===== src/rtl/bbox_pkg.sv =====
// bbox_pkg: shared geometry constants, beat types and scan states for the bounding-box scan path
package bbox_pkg;
  localparam int IMG_W = 768;
  localparam int IMG_H = 512;
  localparam int ADDR_W = 19;
  localparam int PIX_W = 24;
  localparam int TAG_XW = $clog2(IMG_W);
  localparam int TAG_YW = $clog2(IMG_H);
  typedef logic [PIX_W-1:0] pixel_t;
  typedef struct packed {
    logic [TAG_XW-1:0] x;
    logic [TAG_YW-1:0] y;
    logic last;
  } tag_t;
  typedef struct packed {
    pixel_t pix;
    tag_t tag;
  } beat_t;
  typedef enum logic [1:0] {IDLE, SCAN, DRAIN, DONE} scan_state_t;
endpackage


===== src/rtl/bbox_scan_sequencer_if.sv =====
// bbox_scan_sequencer_if: frame control, image RAM read port and tagged pixel stream
interface bbox_scan_sequencer_if #(
  parameter int IMG_W = bbox_pkg::IMG_W,
  parameter int IMG_H = bbox_pkg::IMG_H,
  parameter int ADDR_W = bbox_pkg::ADDR_W
);
  import bbox_pkg::*;
  logic start;
  logic busy;
  logic done;
  logic ram_rd_en;
  logic [ADDR_W-1:0] ram_addr;
  pixel_t ram_q;
  logic pix_valid;
  logic pix_ready;
  pixel_t pix_data;
  logic [$clog2(IMG_W)-1:0] pix_x;
  logic [$clog2(IMG_H)-1:0] pix_y;
  logic pix_last;
  modport master (
    input start, ram_q, pix_ready,
    output busy, done, ram_rd_en, ram_addr, pix_valid, pix_data, pix_x, pix_y, pix_last
  );
  modport slave (
    output start, ram_q, pix_ready,
    input busy, done, ram_rd_en, ram_addr, pix_valid, pix_data, pix_x, pix_y, pix_last
  );
endinterface


===== src/rtl/bbox_tag_fifo.sv =====
// bbox_tag_fifo: register FIFO of pixel+tag beats whose head entry feeds the stream directly
module bbox_tag_fifo #(
  parameter int DEPTH = 4
) (
  input  logic clk,
  input  logic rst_n,
  input  logic push,
  input  bbox_pkg::beat_t din,
  input  logic pop,
  output bbox_pkg::beat_t head,
  output logic [$clog2(DEPTH+1)-1:0] count
);
  import bbox_pkg::*;
  localparam int PW = DEPTH > 1 ? $clog2(DEPTH) : 1;
  localparam int CW = $clog2(DEPTH+1);
  beat_t mem [DEPTH];
  logic [PW-1:0] wr_ptr, rd_ptr;
  assign head = mem[rd_ptr];
  // storage needs no reset; only the pointers define what is valid
  always_ff @(posedge clk)
    if (push) mem[wr_ptr] <= din;
  // pointers and occupancy; push and pop together leave occupancy unchanged
  always_ff @(posedge clk or negedge rst_n)
    if (!rst_n) begin
      wr_ptr <= '0;
      rd_ptr <= '0;
      count <= '0;
    end else begin
      if (push) wr_ptr <= wr_ptr == PW'(DEPTH-1) ? '0 : wr_ptr + 1'b1;
      if (pop) rd_ptr <= rd_ptr == PW'(DEPTH-1) ? '0 : rd_ptr + 1'b1;
      count <= count + CW'(push) - CW'(pop);
    end
  // the read credit upstream must keep a full FIFO from taking an unmatched push
  assert property (@(posedge clk) disable iff (!rst_n) !(push && !pop && count == CW'(DEPTH)));
endmodule


===== src/rtl/bbox_scan_sequencer.sv =====
// bbox_scan_sequencer: raster-scan image RAM reader delivering an (x, y, last)-tagged pixel stream
module bbox_scan_sequencer #(
  parameter int IMG_W = bbox_pkg::IMG_W,
  parameter int IMG_H = bbox_pkg::IMG_H,
  parameter int ADDR_W = bbox_pkg::ADDR_W,
  parameter int RD_LAT = 1,
  parameter int FIFO_DEPTH = 4
) (
  input logic CLOCK_50,
  input logic rst_n,
  bbox_scan_sequencer_if.master bus
);
  import bbox_pkg::*;
  localparam int XW = $clog2(IMG_W);
  localparam int YW = $clog2(IMG_H);
  localparam int CW = $clog2(FIFO_DEPTH+1);
  scan_state_t state, state_nx;
  logic [XW-1:0] x;
  logic [YW-1:0] y;
  logic [ADDR_W-1:0] addr;
  logic [RD_LAT-1:0] pipe_v;
  tag_t pipe_tag [RD_LAT];
  logic [CW-1:0] count;
  beat_t head;
  logic credit, issue, at_end, row_end, accept, valid, fire;
  assign credit = $countones(pipe_v) + int'(count) < FIFO_DEPTH;
  assign issue = state == SCAN && credit;
  assign row_end = x == XW'(IMG_W-1);
  assign at_end = row_end && y == YW'(IMG_H-1);
  assign accept = (state == IDLE || state == DONE) && bus.start;
  assign valid = count != '0;
  assign fire = valid && bus.pix_ready;
  assign bus.busy = state == SCAN || state == DRAIN;
  assign bus.done = state == DONE;
  assign bus.ram_rd_en = issue;
  assign bus.ram_addr = addr;
  assign bus.pix_valid = valid;
  assign bus.pix_data = valid ? head.pix : '0;
  assign bus.pix_x = valid ? head.tag.x[XW-1:0] : '0;
  assign bus.pix_y = valid ? head.tag.y[YW-1:0] : '0;
  assign bus.pix_last = valid && head.tag.last;
  // state register
  always_ff @(posedge CLOCK_50 or negedge rst_n)
    if (!rst_n) state <= IDLE;
    else state <= state_nx;
  // next state: starts only count when idle or done; drain ends after the last beat leaves
  always_comb begin
    state_nx = state;
    case (state)
      IDLE, DONE: if (bus.start) state_nx = SCAN;
      SCAN: if (issue && at_end) state_nx = DRAIN;
      DRAIN: if (fire && bus.pix_last) state_nx = DONE;
      default: state_nx = IDLE;
    endcase
  end
  // scan position and a running address that advance once per issued read
  always_ff @(posedge CLOCK_50 or negedge rst_n)
    if (!rst_n) begin
      x <= '0;
      y <= '0;
      addr <= '0;
    end else if (accept) begin
      x <= '0;
      y <= '0;
      addr <= '0;
    end else if (issue) begin
      x <= row_end ? '0 : x + 1'b1;
      y <= row_end ? y + 1'b1 : y;
      addr <= addr + 1'b1;
    end
  // tag pipe matches the RAM latency so each returning word lands beside its own position
  always_ff @(posedge CLOCK_50 or negedge rst_n)
    if (!rst_n) begin
      pipe_v <= '0;
      for (int i = 0; i < RD_LAT; i++) pipe_tag[i] <= '0;
    end else begin
      pipe_v[0] <= issue;
      pipe_tag[0] <= '{x: TAG_XW'(x), y: TAG_YW'(y), last: at_end};
      for (int i = 1; i < RD_LAT; i++) begin
        pipe_v[i] <= pipe_v[i-1];
        pipe_tag[i] <= pipe_tag[i-1];
      end
    end
  bbox_tag_fifo #(.DEPTH(FIFO_DEPTH)) u_fifo (
    .clk(CLOCK_50),
    .rst_n(rst_n),
    .push(pipe_v[RD_LAT-1]),
    .din('{pix: bus.ram_q, tag: pipe_tag[RD_LAT-1]}),
    .pop(fire),
    .head(head),
    .count(count)
  );
endmodule


===== src/flat_wrapper.sv =====
// flat-port wrapper written by rule: the top's interface ports become plain ports
module bbox_scan_sequencer_flat import bbox_pkg::*;
#(
  parameter int IMG_W = bbox_pkg::IMG_W,
  parameter int IMG_H = bbox_pkg::IMG_H,
  parameter int ADDR_W = bbox_pkg::ADDR_W,
  parameter int RD_LAT = 1,
  parameter int FIFO_DEPTH = 4
)
  (CLOCK_50, rst_n, bus_start, bus_ram_q, bus_pix_ready, bus_busy, bus_done, bus_ram_rd_en, bus_ram_addr, bus_pix_valid, bus_pix_data, bus_pix_x, bus_pix_y, bus_pix_last);
  bbox_scan_sequencer_if #(.IMG_W(IMG_W), .IMG_H(IMG_H), .ADDR_W(ADDR_W)) bus_i ();
  input logic CLOCK_50;
  input logic rst_n;
  input wire logic [$bits(bus_i.start)-1:0] bus_start;
  input wire logic [$bits(bus_i.ram_q)-1:0] bus_ram_q;
  input wire logic [$bits(bus_i.pix_ready)-1:0] bus_pix_ready;
  output wire logic [$bits(bus_i.busy)-1:0] bus_busy;
  output wire logic [$bits(bus_i.done)-1:0] bus_done;
  output wire logic [$bits(bus_i.ram_rd_en)-1:0] bus_ram_rd_en;
  output wire logic [$bits(bus_i.ram_addr)-1:0] bus_ram_addr;
  output wire logic [$bits(bus_i.pix_valid)-1:0] bus_pix_valid;
  output wire logic [$bits(bus_i.pix_data)-1:0] bus_pix_data;
  output wire logic [$bits(bus_i.pix_x)-1:0] bus_pix_x;
  output wire logic [$bits(bus_i.pix_y)-1:0] bus_pix_y;
  output wire logic [$bits(bus_i.pix_last)-1:0] bus_pix_last;
  assign bus_i.start = bus_start;
  assign bus_i.ram_q = bus_ram_q;
  assign bus_i.pix_ready = bus_pix_ready;
  assign bus_busy = bus_i.busy;
  assign bus_done = bus_i.done;
  assign bus_ram_rd_en = bus_i.ram_rd_en;
  assign bus_ram_addr = bus_i.ram_addr;
  assign bus_pix_valid = bus_i.pix_valid;
  assign bus_pix_data = bus_i.pix_data;
  assign bus_pix_x = bus_i.pix_x;
  assign bus_pix_y = bus_i.pix_y;
  assign bus_pix_last = bus_i.pix_last;
  bbox_scan_sequencer #(.IMG_W(IMG_W), .IMG_H(IMG_H), .ADDR_W(ADDR_W), .RD_LAT(RD_LAT), .FIFO_DEPTH(FIFO_DEPTH)) u_core (.CLOCK_50(CLOCK_50), .rst_n(rst_n), .bus(bus_i));
endmodule

===== config.mk =====
export PLATFORM = sky130hd
export DESIGN_NAME = bbox_scan_sequencer_flat
export DESIGN_NICKNAME = d
export VERILOG_FILES = /design/src/rtl/bbox_pkg.sv /design/src/rtl/bbox_scan_sequencer_if.sv /design/src/rtl/bbox_tag_fifo.sv /design/src/rtl/bbox_scan_sequencer.sv /design/src/flat_wrapper.sv
export SDC_FILE = /design/constraint.sdc
export NUM_CORES = 1
export LEC_CHECK = 0
export CELL_PAD_IN_SITES_DETAIL_PLACEMENT = 0
export CELL_PAD_IN_SITES_GLOBAL_PLACEMENT = 1
export CORE_MARGIN = 5
export CORE_UTILIZATION = 45
export CTS_CLUSTER_DIAMETER = 30
export DETAILED_ROUTE_END_ITERATION = 6
export MAX_ROUTING_LAYER = met4
export PLACE_DENSITY = 0.85
export SKIP_CTS_REPAIR_TIMING = 1
export SYNTH_ARGS = -nofsm -noshare
export SYNTH_HDL_FRONTEND = slang
export SYNTH_SLANG_ARGS = --single-unit

===== constraint.sdc =====
create_clock -name CLOCK_50 -period 7.65 [get_ports CLOCK_50]
set_clock_uncertainty 0.2 [all_clocks]
set_input_delay 2.295 -clock CLOCK_50 [delete_from_list [all_inputs] [get_ports CLOCK_50]]
set_output_delay 2.295 -clock CLOCK_50 [all_outputs]
set_load 0.05 [all_outputs]

==> flow_summary.yaml <==
synth:
  synth_edf_count: 176
  syn_avg_cell_area_um2: 17.2
  yosysMostFrequentCell: "edfxtp_1"
  yosysTopAreaCell: "edfxtp_1"
  synth_seq_cells: 244
  yosys_warnings: 0
  synth_area_leaders: "edfxtp_1 54%, dfrtp_1 17%, mux4_2 10%"
  synth_common_cells: "176 x edfxtp_1, 68 x dfrtp_1, 51 x and2_1"
  syn_area_mm2: 0.00973
  synthCells: 564
  synthesis.nets: 609
  yosys_most_used_dff: "edfxtp_1"
  ys_async_sr_fraction_pct: 27.9
  synthDominantCellAreaShare_pct: 54.3
  ys_seq_area_share_pct: 71.8
  ys_types: 44
critical_path:
  critPathKind: "flop to output port"
  timing.rr.end: "u_core.u_fifo.count[2]"
  endpoint: "bus_pix_x[3]"
  worstPathArrival_ns: 3.42
  worstReg2RegStart: "u_core.u_fifo.count[1]"
  reg2regPathDepth: 10
  crit_fanout: 25
  reg2reg_setup_slack_ns: 4.90
  critPathLaunch: "u_core.u_fifo.rd_ptr[0]"
  cp-end-kind: "output port"
  cp.required_ns: 5.16
  setup.worst_path.start_class: "flop"
cts:
  cts_tree: "yes"
  clock-root-buffer: "clkbuf_16"
  cts.sinks: 244
  path_clk_slew_ns: 0.05
  htreeDepth: 2
  cts_buffers: 42
  clk_latency_ns: 0.51
  clockBufferDepth: 3
layout:
  insertedDiodeCount: 0
  nets: 729
  design_area_mm2: 0.0123
  drive_gt1_share_pct: 18.5
  area.growth.synth_to_final_pct: 26.7
floorplan:
  core_mm2: 0.0212
  ios: 95
  die_w_um: 157
  die_h_um: 157
  start_util_pct: 46.0
  rows: 53
  dieArea_mm2: 0.0247
grt:
  use_met1_pct: 19.4
  grt_overflow: 0
  grt_use_met3_pct: 3.30
  grt_pass1_wl_um: 30000
  grt_max_degree: 69
  track_usage_pct: 15.8
  grt_antenna_before_repair: 0
  grt.busiest_layer: "met2"
  met2_usage_pct: 26.9
  grt_pass1_vias: 5784
drt:
  antenna_left: 0
  num_vias: 5314
  wl_um: 18600
  dr.pass1.iters: 4
  post_drt_wl_per_cell_um: 18.7
  vias_per_cell: 5.36
  drt_iter0_markers: 289
  drc_errors: 0
power:
  leakage_uw: 0.00453
  irDropWorstVdd_uv: 202
  power_density_mw_per_mm2: 442
timing:
  final.setup.tns_ns: 0
  clock.fmax_mhz: 169
  fin_crit_sh_pct: 77.3
  worst_slew_pin_slew_ns: 1.23
  min_period_ns: 5.91
  max_slew_margin_pct: 18.0
  finalMaxSlewViolations: 0
  rsz0062_at_grt: "no"
  finalHoldViolations: 0
  setup_violations: 0
run:
  maxCapViolCount: 0
placed_design:
  gp_congestion: 0.762
  placed_cell_area_mm2: 0.0109
  hpwl_um: 10800
  port-buffer-count: 94
status:
  outcome: "complete, no violations"
min_path:
  hold_path.class: "flop to flop"
## placed cells by master, fill, tap and decap left out, drive strengths merged, types with 2 or more instances in the layout
master           n
nor2            35
a21o             2
nand4           10
nand3           20
o21ai            6
clkinvlp         6
dfrtp           68
a21oi            5
xnor2            8
or3              3
buf              8
or4              3
nor3             3
ha              16
clkbuf          54
nand2           23
clkdlybuf4s50   93
inv             20
and4             3
o211ai           4
and2            51
mux2i            3
edfxtp         176
mux4            44
and3             7
xor2            20
clkinv           7
nor4             4
bufinv           3
## cell families after synthesis
group                    after synthesis  share of synthesized area, %
AND/OR/NAND/NOR                      168                          9.51
multiplexers                          48                          10.6
adder cells (fa/ha/maj)               17                          2.26
buffers and inverters                 38                          1.75
XOR/XNOR                              28                          2.52
AO/OA/AOI/OAI                         21                          1.52
flip-flops                           244                          71.8
## state kept, by name, summed over array words and instances, names as in the netlist
name and flops:
u_core.bus.ram_addr 19, u_core.pipe_tag 20, u_core.pipe_v 1, u_core.state 2
u_core.u_fifo.count 3, u_core.u_fifo.mem 176, u_core.u_fifo.rd_ptr 2, u_core.u_fifo.wr_ptr 2
u_core.x 10, u_core.y 9
## critical path, cell delays in order (launching register included)
cell,delay [ns]
dfrtp_2,0.88
buf_4,0.54
mux4_2,0.58
and2_1,0.19
clkdlybuf4s50_1,0.70
## stage by stage
stage | worst slack, ns | total power, uW | std cells | util, % | hold WS [ns]
after floorplan | 3.29 | 3110 | 564 | - | 0.180
after global placement | 2.21 | 3670 | 915 | 51.7 | 0.197
after detailed placement | 2.15 | 3720 | 915 | 51.7 | 0.200
after CTS | 1.62 | 5520 | 992 | 58.3 | 0.202
after global routing | 1.47 | 5690 | 992 | 58.3 | 0.210
final | 1.74 | 5440 | 992 | 58.3 | 0.209
## layer usage
metal	part of all wire, %	wire (um)	vias to the layer above
met5	0	0	-
met4	2.2	403	0
met3	6.0	1120	36
met2	52	9580	178
met1	40	7460	2718
li1	-	-	2382
## power by group
| part | leakage (uW) | switching (uW) | total (uW) | internal, uW |
|---|---|---|---|---|
| logic | 0.00135 | 1170 | 1890 | 723 |
| registers | 0.00252 | 155 | 1780 | 1620 |
| clock network | 0.000658 | 613 | 1770 | 1160 |
## worst min-delay path by stage
stage	start	to	slack, ns	depth (start not counted)
6_report	u_core.y[8]	u_core.pipe_tag[9]	0.21	0
5_1_grt	u_core.y[8]	u_core.pipe_tag[9]	0.21	0
4_1_cts	u_core.y[8]	u_core.pipe_tag[9]	0.20	0
3_5_place_dp	u_core.y[8]	u_core.pipe_tag[9]	0.20	0
3_3_place_gp	u_core.y[8]	u_core.pipe_tag[9]	0.20	0
2_1_floorplan	u_core.y[8]	u_core.pipe_tag[9]	0.18	0
## cell type report
cell class / instances / area [um2]
Inverter: 13 / 48.8
Timing Repair Buffer: 101 / 988
Tap cell: 275 / 344
Clock inverter: 23 / 241
Fill cell: 1528 / 8830
Sequential cell: 244 / 6990
Clock buffer: 54 / 1140
Multi-Input combinational cell: 282 / 2570
Power figures use the tool's default switching activity.
